File: src/rtl/sync_fifo_lvl.sv
// Single-clock FIFO with occupancy count, almost-full/empty flags and optional fall-through read.
// Define SYNC_FIFO_LVL_ERR_EN to add sticky overflow (ovf) / underflow (udf) outputs.
module sync_fifo_lvl #(
    parameter int DATA_BITS       = 8,
    parameter int FIFO_DEPTH_BITS = 3,
    parameter int AFULL_THRESH    = 6,
    parameter int AEMPTY_THRESH   = 1,
    parameter int FWFT            = 0
) (
    input  logic                       clk,
    input  logic                       rst,
    input  logic                       we,
    input  logic [DATA_BITS-1:0]       dataIn,
    input  logic                       re,
    output logic [DATA_BITS-1:0]       dataOut,
    output logic                       wfull,
    output logic                       rempty,
    output logic                       afull,
    output logic                       aempty,
    output logic [FIFO_DEPTH_BITS:0]   level
`ifdef SYNC_FIFO_LVL_ERR_EN
    ,
    output logic                       ovf,
    output logic                       udf
`endif
);
    localparam int PW    = FIFO_DEPTH_BITS + 1;
    localparam int DEPTH = 1 << FIFO_DEPTH_BITS;
    localparam logic [PW-1:0] DEPTH_L  = DEPTH[PW-1:0];
    localparam logic [PW-1:0] AFULL_L  = AFULL_THRESH[PW-1:0];
    localparam logic [PW-1:0] AEMPTY_L = AEMPTY_THRESH[PW-1:0];

    logic [DATA_BITS-1:0] mem [DEPTH];

    logic [PW-1:0] wptr_q, wptr_d, rptr_q, rptr_d, level_q, level_d;
    logic          wfull_q, wfull_d, rempty_q, rempty_d;
    logic          afull_q, afull_d, aempty_q, aempty_d;
    logic          wacc, racc;
    logic [FIFO_DEPTH_BITS-1:0] waddr, raddr;

    assign waddr = wptr_q[FIFO_DEPTH_BITS-1:0];
    assign raddr = rptr_q[FIFO_DEPTH_BITS-1:0];

    // A read of a full FIFO frees the slot the same-cycle write lands in.
    assign racc = re & ~rempty_q;
    assign wacc = we & (~wfull_q | racc);

    always_comb begin
        wptr_d  = wptr_q;
        rptr_d  = rptr_q;
        level_d = level_q;
        if (wacc) wptr_d = wptr_q + 1'b1;
        if (racc) rptr_d = rptr_q + 1'b1;
        if (wacc && !racc)      level_d = level_q + 1'b1;
        else if (racc && !wacc) level_d = level_q - 1'b1;
        wfull_d  = (level_d == DEPTH_L);
        rempty_d = (level_d == '0);
        afull_d  = (level_d >= AFULL_L);
        aempty_d = (level_d <= AEMPTY_L);
    end

    always_ff @(posedge clk) begin
        if (rst) begin
            wptr_q   <= '0;
            rptr_q   <= '0;
            level_q  <= '0;
            wfull_q  <= 1'b0;
            rempty_q <= 1'b1;
            afull_q  <= 1'b0;
            aempty_q <= 1'b1;
        end else begin
            wptr_q   <= wptr_d;
            rptr_q   <= rptr_d;
            level_q  <= level_d;
            wfull_q  <= wfull_d;
            rempty_q <= rempty_d;
            afull_q  <= afull_d;
            aempty_q <= aempty_d;
        end
    end

    always_ff @(posedge clk) begin
        if (wacc) mem[waddr] <= dataIn;
    end

    generate
        if (FWFT != 0) begin : g_fwft
            // Head word is shown while non-empty; zero otherwise keeps reset output clean.
            assign dataOut = rempty_q ? '0 : mem[raddr];
        end else begin : g_reg_read
            logic [DATA_BITS-1:0] dout_q, dout_d;
            always_comb begin
                dout_d = dout_q;
                if (racc) dout_d = mem[raddr];
            end
            always_ff @(posedge clk) begin
                if (rst) dout_q <= '0;
                else     dout_q <= dout_d;
            end
            assign dataOut = dout_q;
        end
    endgenerate

    assign wfull  = wfull_q;
    assign rempty = rempty_q;
    assign afull  = afull_q;
    assign aempty = aempty_q;
    assign level  = level_q;

`ifdef SYNC_FIFO_LVL_ERR_EN
    logic ovf_q, ovf_d, udf_q, udf_d;
    always_comb begin
        ovf_d = ovf_q | (we & ~wacc);
        udf_d = udf_q | (re & rempty_q);
    end
    always_ff @(posedge clk) begin
        if (rst) begin
            ovf_q <= 1'b0;
            udf_q <= 1'b0;
        end else begin
            ovf_q <= ovf_d;
            udf_q <= udf_d;
        end
    end
    assign ovf = ovf_q;
    assign udf = udf_q;
`endif
endmodule
File: config.mk
export PLATFORM = sky130hd
export DESIGN_NAME = sync_fifo_lvl
export DESIGN_NICKNAME = d
export VERILOG_FILES = /design/src/rtl/sync_fifo_lvl.sv
export SDC_FILE = /design/constraint.sdc
export NUM_CORES = 1
export LEC_CHECK = 0
export ABC_AREA = 1
export BUFFER_PORTS_ARGS = -buffer_cell sky130_fd_sc_hd__buf_2
export CAP_MARGIN = 5
export CORE_ASPECT_RATIO = 0.8
export CORE_MARGIN = 3
export CORE_UTILIZATION = 35
export CTS_BUF_LIST = sky130_fd_sc_hd__clkbuf_8
export DETAILED_ROUTE_END_ITERATION = 10
export GPL_TIMING_DRIVEN = 0
export PLACE_DENSITY = 0.48
export SYNTH_ARGS = -nofsm -noshare
export SYNTH_HDL_FRONTEND = slang
export SYNTH_SLANG_ARGS = --single-unit
File: constraint.sdc
create_clock -name clk -period 2.95 [get_ports clk]
set_clock_uncertainty 0.05 [all_clocks]
set_input_delay 0.295 -clock clk [delete_from_list [all_inputs] [get_ports clk]]
set_output_delay 0.295 -clock clk [all_outputs]
set_load 0.02 [all_outputs]
==> results of run 1 <==
==> final cells by class <==
type                            count  area share [%]
Inverter                           38           3.486
Timing Repair Buffer               27           3.303
Multi-Input combinational cell    185           23.73
Sequential cell                    86           57.74
Tap cell                          136           4.159
Buffer                             12           1.774
Clock buffer                        9           3.028
Clock inverter                      7           2.783
==> where the power goes <==
part           switching [µW]  internal, µW  total, µW
Combinational             293           131        424
Sequential               36.9          1360       1400
Clock                     414           558        972
Total                     744          2050       2800
==> metal layers <==
metal	routed length, µm	part of all wire [%]	vias to the layer above	GRT usage (%)
li1	-	-	1193	-
met1	4290	50	1158	23.40
met5	0	0	-	0
met2	3654	43	75	22.60
met3	544	6.4	6	4.583
met4	68	0.79	0	4.339
==> metrics by stage <==
| step | setup slack, ns | util, % |
|---|---|---|
| 3_5_place_dp | 0.6530 | 39.45 |
| 2_1_floorplan | 1.189 | - |
| 3_3_place_gp | 0.6661 | 39.45 |
| 4_1_cts | 0.6675 | 41.88 |
| 5_1_grt | 0.5180 | 41.88 |
| 6_report | 0.6709 | 41.88 |
==> worst min path at each step <==
stage                       to  slack, ns        from
floorplan             level[0]       0.31         rst
global placement    dataOut[5]       0.48  dataOut[5]
detailed placement  dataOut[5]       0.48  dataOut[5]
CTS                   level[0]        0.1         rst
global route          level[0]       0.09         rst
finish                level[0]       0.12         rst
==> worst reg2reg max path, stage by stage, from the launching register on <==
cell	delay [ns]
dfxtp_1	0.36
inv_2	0.09
nand2_4	0.08
a21oi_2	0.23
inv_2	0.09
nor2_2	0.12
inv_2	0.07
nor2_1	0.80
==> cells in the final DEF (no fill, tap or decap), types with 2 or more instances in the layout <==
cell       count
o21ai_1       10
ha_1           4
o21ai_0       28
inv_1         30
clkinv_1       3
edfxtp_1      64
o211ai_1      24
nand2_1       43
buf_2         33
dfxtp_1       22
a21oi_1       22
clkbuf_8       9
xor2_1         2
nand3_1        9
nand2_2        3
nor2_2         2
nor2_1        31
inv_2          7
buf_6          2
clkbuf_1       2
bufinv_16      3
==> sequential cells by signal, summed over array words and instances (netlist names) <==
register	count
aempty	1
rptr_q	3
mem	64
wfull	1
dataOut	8
level	4
wptr_q	3
afull	1
rempty	1
==> cells by family (layout without fill, tap and decap cells) <==
family                     after synthesis  after routing  share of synthesized area [%]
and+or+nand+nor                         93             93                          11.42
AOI/OAI and AO/OA                       86             86                          14.03
DFF                                     86             86                          66.57
buffers and inverters                   50             93                          6.065
adders and majority gates                4              4                          1.410
xor gates and xnor gates                 2              2                         0.4937
==> results_dict.tcl, run 1 <==
set metrics [dict create \
    status "finished clean" \
    yosys.area.top_type_share_pct 54.16 \
    maxCapViolCount 0 \
    slew-limit-headroom_pct 28.50 \
    initial_utilization_pct 36.32 \
    cts_tree "yes" \
    cp.depth 7 \
    grt_pass1_vias 2277 \
    synth_edf_count 64 \
    worstPathArrival_ns 2.20 \
    grt_usage_pct 15.82 \
    max_freq_mhz 438.8 \
    grt_setup_unrepaired "false" \
    crit_required_ns 2.87 \
    synthesis.area_um2 3548 \
    clockBufferDepth 2 \
    finalWirelength_um 8557 \
    antenna_cells 0 \
    cts_resized 0 \
    cp_max_fo 8 \
    crit_start "rempty" \
    ys_types 28 \
    cpMaxStageDelayCell "nor2_1" \
    placed_cells 484 \
    endpoint "mem[5][7]" \
    core_um2 9769 \
    critPathCaptureType "register" \
    worst_path_most_repeated_cell "inv_2" \
    viasPerCell 4.864 \
    grt_antenna_before_repair 0 \
    yosysTopAreaCell "edfxtp_1" \
    regArea_um2 2362 \
    avgSynthCellArea_um2 11.05 \
    die_area_um2 11390 \
    grt_max_degree 15 \
    overflow 0 \
    peakVddDrop_mv 0.5587 \
    yosysMostFrequentCell "edfxtp_1" \
    place_hpwl_um 5680 \
    fin_setup_tns_ns 0 \
    synthTopCellsByArea "edfxtp_1 (54%), dfxtp_1 (12%), o211ai_1 (5.1%), nand2_1 (4.5%), o21ai_0 (3.9%)" \
    cts_setup_buffers 0 \
    ioPinCount 28 \
    async_reset_ff_share_pct 0 \
    worst_hold_slack_ns 0.1181 \
    vias 2432 \
    grt_pass1_wl_um 13120 \
    die_x_um 118.6 \
    final_nets 375 \
    synthCells 321 \
    power_leakage_uw 0.001570 \
    r2r-end "mem[5][7]" \
    cp.buffers_inverters 3 \
    crit_path_start_kind "register" \
    synth_fp_nets 337 \
    seq_area_frac_synth_pct 66.57 \
    tightest_slew_ns 1.069 \
    fp.dieH_um 96.06 \
    routedWlPerCell_um 17.11 \
    rows 32 \
    dr.pass1.iters 4 \
    hold_buffers 0 \
    place_area_um2 3854 \
    min_path_cells 2 \
    drc 0 \
    fill_cells 962 \
    totalPowerFinal_uw 2796 \
    cp_slowest_stage_delay_ns 0.80 \
    p_per_area_nw_per_um2 683.5 \
    finalSetupViolCount 0 \
    cts_buffers 9 \
    drive_gt1_share_pct 18.68 \
    hp-class "in2reg" \
    finalHoldViolations 0 \
    cts-root-buf "clkbuf_8" \
    cp_top_family "simple AND/OR/NAND/NOR gates" \
    cp_cell_sequence "inv_2 -> nand2_4 -> a21oi_2 -> inv_2 -> nor2_2 -> inv_2 -> nor2_1" \
    stdcell_area_um2 4091 \
    yosys-top-cells-count "edfxtp_1 (64), nand2_1 (43), nor2_1 (31)" \
    reg2reg_from "rempty" \
    cts_sinks 86 \
    cts.clk_slew.worst_paths_ns 0.08 \
    dr.first_iter.drc_count 227 \
    ant_nets 0 \
    finalCriticalPeriod_ns 2.279 \
    synth_warnings 0 \
    portBuffers 27 \
    insertion_delay_ns 0.35 \
    drv_slew 0 \
    gp_congestion 0.7894 \
    ff2ff_path_depth 7 \
    syn2layout_area_growth_pct 15.30 \
    ys_seq_elements 86 \
    period_share_pct 77.26 \
    crit_type "reg2reg" \
    rrSetupSlack_ns 0.67 \
    final_cells 500 \
    htree_levels 3 \
    synth_ff_type "edfxtp_1" \
    multi_input_area_um2 970.9 \
]
Power figures use the tool's default switching activity.
==> run 2, diff against run 1 <==
==> constraint.sdc (replaced) <==
create_clock -name clk -period 2.3 [get_ports clk]
set_clock_uncertainty 0.05 [all_clocks]
set_input_delay 0.23 -clock clk [delete_from_list [all_inputs] [get_ports clk]]
set_output_delay 0.23 -clock clk [all_outputs]
set_load 0.02 [all_outputs]
==> run 2 against run 1 <==
Die area is the same. Clock power grew 29%. Largest cell class unchanged. Final area grew 0.18%. Register-to-register slack worse by 0.52 ns. Largest power group unchanged. Routed wire length is 0.55% lower. Worst setup slack got worse by 0.52 ns. Sequential power grew 29%. Non-clock buffer count unchanged. Critical path depth is 2 lower.
==> results_dict.tcl, run 2 (same netlist as run 1, synthesis figures left out) <==
set metrics [dict create \
    p_switching_uw 953.8 \
    hp-class "in2reg" \
    dr.pass1.iters 4 \
    insertion_delay_ns 0.35 \
    crit_required_ns 2.22 \
    cp_max_fo 8 \
    grt_pass1_vias 2277 \
    critPathCaptureType "register" \
    largest-register "mem" \
    peakVddDrop_mv 0.7123 \
    cts_buffers 9 \
    comb_power_share_pct 15.2 \
    p_clk_share_pct 34.7 \
    max_freq_mhz 464.7 \
    crit_path_start_kind "register" \
    syn2layout_area_growth_pct 15.51 \
    portBuffers 27 \
    cts_tree "yes" \
    rows 32 \
    worstPathArrival_ns 2.07 \
    hold_buffers 0 \
    grt_pass1_wl_um 13120 \
    place_hpwl_um 5680 \
    mostFrequentLayoutCells "edfxtp_1 (64), nand2_1 (43), buf_2 (33)" \
    finalSetupViolCount 0 \
    drc 0 \
    final_common_cell "edfxtp_1" \
    cts-root-buf "clkbuf_8" \
    core_um2 9769 \
    maxCapViolCount 0 \
    die_area_um2 11390 \
    ant_nets 0 \
    fp.dieH_um 96.06 \
    final_nets 375 \
    antenna_cells 0 \
    cpMaxStageDelayCell "nor2_1" \
    overflow 0 \
    htree_levels 3 \
    clockBufferDepth 2 \
    power_leakage_uw 0.001569 \
    slew-limit-headroom_pct 31.11 \
    initial_utilization_pct 36.32 \
    gp_congestion 0.7894 \
    met3_length_um 531 \
    grt_setup_unrepaired "false" \
    grt_max_degree 15 \
    met1_length_um 4256 \
    cp_cell_sequence "inv_2 -> nand2_4 -> a21oi_2 -> nand2_1 -> nor2_1" \
    status "finished clean" \
    viasPerCell 4.850 \
    dr.first_iter.drc_count 194 \
    p_per_area_nw_per_um2 874.9 \
    sw_frac_of_total_pct 26.60 \
    finalHoldViolations 0 \
    crit_type "reg2reg" \
    grt_antenna_before_repair 0 \
    cts_sinks 86 \
    seqPwrFrac_pct 50.1 \
    largest_reg_flops 64 \
    p_int_uw 2632 \
    worst_hold_slack_ns 0.05555 \
    cts_setup_buffers 0 \
    grt_usage_pct 15.82 \
    highest_layer "met4" \
    routedWlPerCell_um 17.02 \
    vias 2425 \
    drive_gt1_share_pct 19.51 \
    finalWirelength_um 8510 \
    drv_slew 0 \
    routed-wl-met2_um 3653 \
    die_x_um 118.6 \
    cts.clk_slew.worst_paths_ns 0.08 \
    fin_setup_tns_ns 0 \
    tightest_slew_ns 1.030 \
    finalCriticalPeriod_ns 2.152 \
    cts_resized 0 \
    period_share_pct 93.56 \
    cp_slowest_stage_delay_ns 0.80 \
    ioPinCount 28 \
]
run 2: final timing paths:
check                                 from         end  slack (ns)  depth (start not counted)
worst max register to register      rempty   mem[2][5]        0.15                          5
worst min register to register  dataOut[5]  dataOut[5]        0.50                          2
worst max-delay path                rempty   mem[2][5]        0.15                          5
worst min-delay path                   rst    level[0]        0.06                          2
run 2: worst max-delay path: cells and delay by family (launching register included):
| kind | cells | cell delay [ns] |
|---|---|---|
| and+or+nand+nor | 3 | 1.04 |
| DFF | 1 | 0.36 |
| AOI/OAI and AO/OA | 1 | 0.24 |
| buffers and inverters | 1 | 0.09 |
run 2: power by group through the flow:
| stage | combinational, µW | sequential, µW | clock [µW] |
|---|---|---|---|
| 3_5_place_dp | 545 | 1830 | 0 |
| 4_1_cts | 547 | 1800 | 1270 |
| 2_1_floorplan | 305 | 1870 | 0 |
| 5_1_grt | 608 | 1810 | 1340 |
| 6_report | 545 | 1800 | 1250 |
| 3_3_place_gp | 544 | 1830 | 0 |
run 2: area by class of cell:
class / count / area, µm²
Clock buffer: 9 / 123.9
Buffer: 12 / 72.57
Clock inverter: 7 / 113.9
Fill cell: 963 / 5670
Tap cell: 136 / 170.2
Inverter: 38 / 142.6
Multi-Input combinational cell: 185 / 978.4
Timing Repair Buffer: 27 / 135.1
Sequential cell: 86 / 2362
run 2: metrics by stage:
stage	area [µm²]	setup WS [ns]	util [%]	total power, µW	cells
2_1_floorplan	3548	0.5387	-	2177	321
3_3_place_gp	3854	0.04029	39.45	2374	484
3_5_place_dp	3854	0.02465	39.45	2377	484
4_1_cts	4091	0.01754	41.88	3617	500
5_1_grt	4099	0.03023	41.96	3756	500
6_report	4099	0.1482	41.96	3586	500
run 2: routing by layer:
layer | global-route usage, % | vias up
met3 | 4.583 | 7
met1 | 23.40 | 1174
met2 | 22.60 | 54
met5 | 0 | -
li1 | - | 1190
met4 | 4.339 | 0
==> run 3, diff against run 2 <==
--- a/config.mk
+++ b/config.mk
@@ -14,7 +14,7 @@
 export CTS_BUF_LIST = sky130_fd_sc_hd__clkbuf_8
 export DETAILED_ROUTE_END_ITERATION = 10
 export GPL_TIMING_DRIVEN = 0
-export PLACE_DENSITY = 0.48
+export PLACE_DENSITY = 0.5
 export SYNTH_ARGS = -nofsm -noshare
 export SYNTH_HDL_FRONTEND = slang
 export SYNTH_SLANG_ARGS = --single-unit
==> constraint.sdc (replaced) <==
create_clock -name clk -period 1.9 [get_ports clk]
set_clock_uncertainty 0.05 [all_clocks]
set_input_delay 0.19 -clock clk [delete_from_list [all_inputs] [get_ports clk]]
set_output_delay 0.19 -clock clk [all_outputs]
set_load 0.02 [all_outputs]
==> run 3 against run 2 <==
Die area unchanged. Global-route usage down 0.48 points. Worst setup slack got worse by 0.16 ns. Non-clock buffer count grew 3. Cell count up 0.60%. Critical endpoint is now mem[0][1]. First-iteration DRC count down 19%. Register-to-register slack worse by 0.16 ns. Highest routed layer unchanged. Final area grew 1.4%. The run now ends with negative setup slack left. Hold slack worse by 0.0080 ns. Critical path type unchanged. Routed wire length down 4.0%. Largest power group unchanged.
==> results_dict.tcl, run 3 (same netlist as run 1, synthesis figures left out) <==
set metrics [dict create \
    status "finished with violations" \
    violations "negative setup slack" \
    routedWlPerCell_um 16.25 \
    cp_slowest_stage_delay_ns 0.54 \
    gp_congestion 0.7898 \
    cp_cell_sequence "inv_2 -> nand2_4 -> a21oi_2 -> nand2_1 -> nor2_2" \
    syn2layout_area_growth_pct 17.14 \
    hp-class "in2reg" \
    crit_type "reg2reg" \
    p_per_area_nw_per_um2 1008 \
    largest_reg_flops 64 \
    ant_nets 0 \
    stdcell_area_um2 4156 \
    insertion_delay_ns 0.36 \
    final.setup.worst_slack_ns -0.008348 \
    drc 0 \
    portBuffers 27 \
    final_common_cell "edfxtp_1" \
    overflow 0 \
    place_area_um2 3854 \
    drv_slew 0 \
    cts-root-buf "clkbuf_8" \
    peakVddDrop_mv 0.5926 \
    power_leakage_uw 0.001576 \
    highest_layer "met4" \
    fill_cells 968 \
    mostFrequentLayoutCells "edfxtp_1 (64), nand2_1 (43), buf_2 (33)" \
    cts_sinks 86 \
    cts_buffers 9 \
    grt_antenna_before_repair 0 \
    worstPathArrival_ns 1.85 \
    cp_max_fo 8 \
    place_hpwl_um 5483 \
    cp_top_family "simple AND/OR/NAND/NOR gates" \
    slew-limit-headroom_pct 57.23 \
    core_um2 9769 \
    dr.pass1.iters 5 \
    viasPerCell 4.660 \
    htree_levels 3 \
    fin_setup_tns_ns -0.03995 \
    die_area_um2 11390 \
    cpMaxStageDelayCell "nor2_2" \
    cts.clk_slew.worst_paths_ns 0.08 \
    fp.dieH_um 96.06 \
    max_freq_mhz 524.0 \
    cts_tree "yes" \
    dr.first_iter.drc_count 158 \
    final_nets 378 \
    largest-register "mem" \
    finalHoldViolations 0 \
    finalSetupViolCount 8 \
    maxCapViolCount 0 \
    die_x_um 118.6 \
    antenna_cells 0 \
    grt_pass1_vias 2222 \
    finalWirelength_um 8172 \
    finalCriticalPeriod_ns 1.908 \
    vias 2344 \
    reg2reg_from "rempty" \
    grt_usage_pct 15.34 \
    hp-start "dataIn[6]" \
    grt_pass1_wl_um 12560 \
    met3_length_um 375 \
    worst_hold_slack_ns 0.04755 \
    crit_path_start_kind "register" \
    grt_max_degree 15 \
    r2r-end "mem[0][1]" \
    ff2ff_path_depth 5 \
    grt_setup_unrepaired "true" \
    cp.buffers_inverters 1 \
    rows 32 \
    initial_utilization_pct 36.32 \
    routed-wl-met2_um 3667 \
    drive_gt1_share_pct 21.25 \
    tightest_slew_ns 0.6408 \
    period_share_pct 100.4 \
    met1_length_um 4036 \
    final_cells 503 \
    clockBufferDepth 2 \
    critPathCaptureType "register" \
    ioPinCount 28 \
    min_path_cells 1 \
    worstHoldEndpoint "mem[1][6]" \
    crit_required_ns 1.84 \
    placed_cells 484 \
    rrSetupSlack_ns -0.008 \
]
## run 3: power breakdown
group / leakage [µW] / switching, µW / internal (µW) / total [µW]
registers: 0.000763 / 55.1 / 2120 / 2170
logic: 0.000709 / 452 / 207 / 659
clock network: 0.000104 / 631 / 731 / 1360
total: 0.00158 / 1140 / 3050 / 4190
## run 3: what timing repair did
item                                    4_1_cts  5_1_grt
endpoints found under the setup margin       64       30
endpoints found under the hold margin         1        0
buffers inserted                              0        2
pin swaps                                     0        2
gates cloned                                  0        0
gates resized for setup                      12        0
hold buffers                                  1        0
## run 3: stage by stage
| stage | worst slack, ns | util, % | total power (µW) |
|---|---|---|---|
| 3_3_place_gp | -0.3360 | 39.45 | 2862 |
| 2_1_floorplan | 0.1387 | - | 2635 |
| 4_1_cts | -0.004554 | 42.14 | 4234 |
| 3_5_place_dp | -0.3370 | 39.45 | 2865 |
| 6_report | -0.008348 | 42.55 | 4192 |
| 5_1_grt | -0.09657 | 42.55 | 4415 |
## run 3: worst register-to-register path, delay by kind of cell, from the launching register on
kind	cells	cell delay, ns
simple gates	3	0.81
flops	1	0.36
compound gates	1	0.23
buf+inv	1	0.09
## run 3: worst max-delay path by stage
stage               startpoint  cells after the start        end  slack, ns
floorplan               rempty                      7  mem[5][0]       0.14
global placement        rempty                      7  mem[5][0]      -0.34
detailed placement      rempty                      7  mem[5][0]      -0.34
CTS                     rempty                      5  mem[0][0]     -0.005
global route            rempty                      5  mem[4][1]       -0.1
finish                  rempty                      5  mem[0][1]     -0.008
## run 3: layer usage
layer,vias to the layer above,GRT usage (%)
li1,1193,-
met4,0,5.786
met1,1089,21.44
met3,11,4.407
met2,51,22.79
met5,-,0
## run 3: area by class of cell
type	instances	area [µm²]	share of cell area (%)
sequential	86	2362	56.83
multi-input combinational	185	1011	24.32
timing repair buffer	30	185.2	4.455
tap	136	170.2	4.094
inverter	38	142.6	3.432
clock buffer	9	123.9	2.980
clock inverter	7	88.84	2.137
buffer	12	72.57	1.746
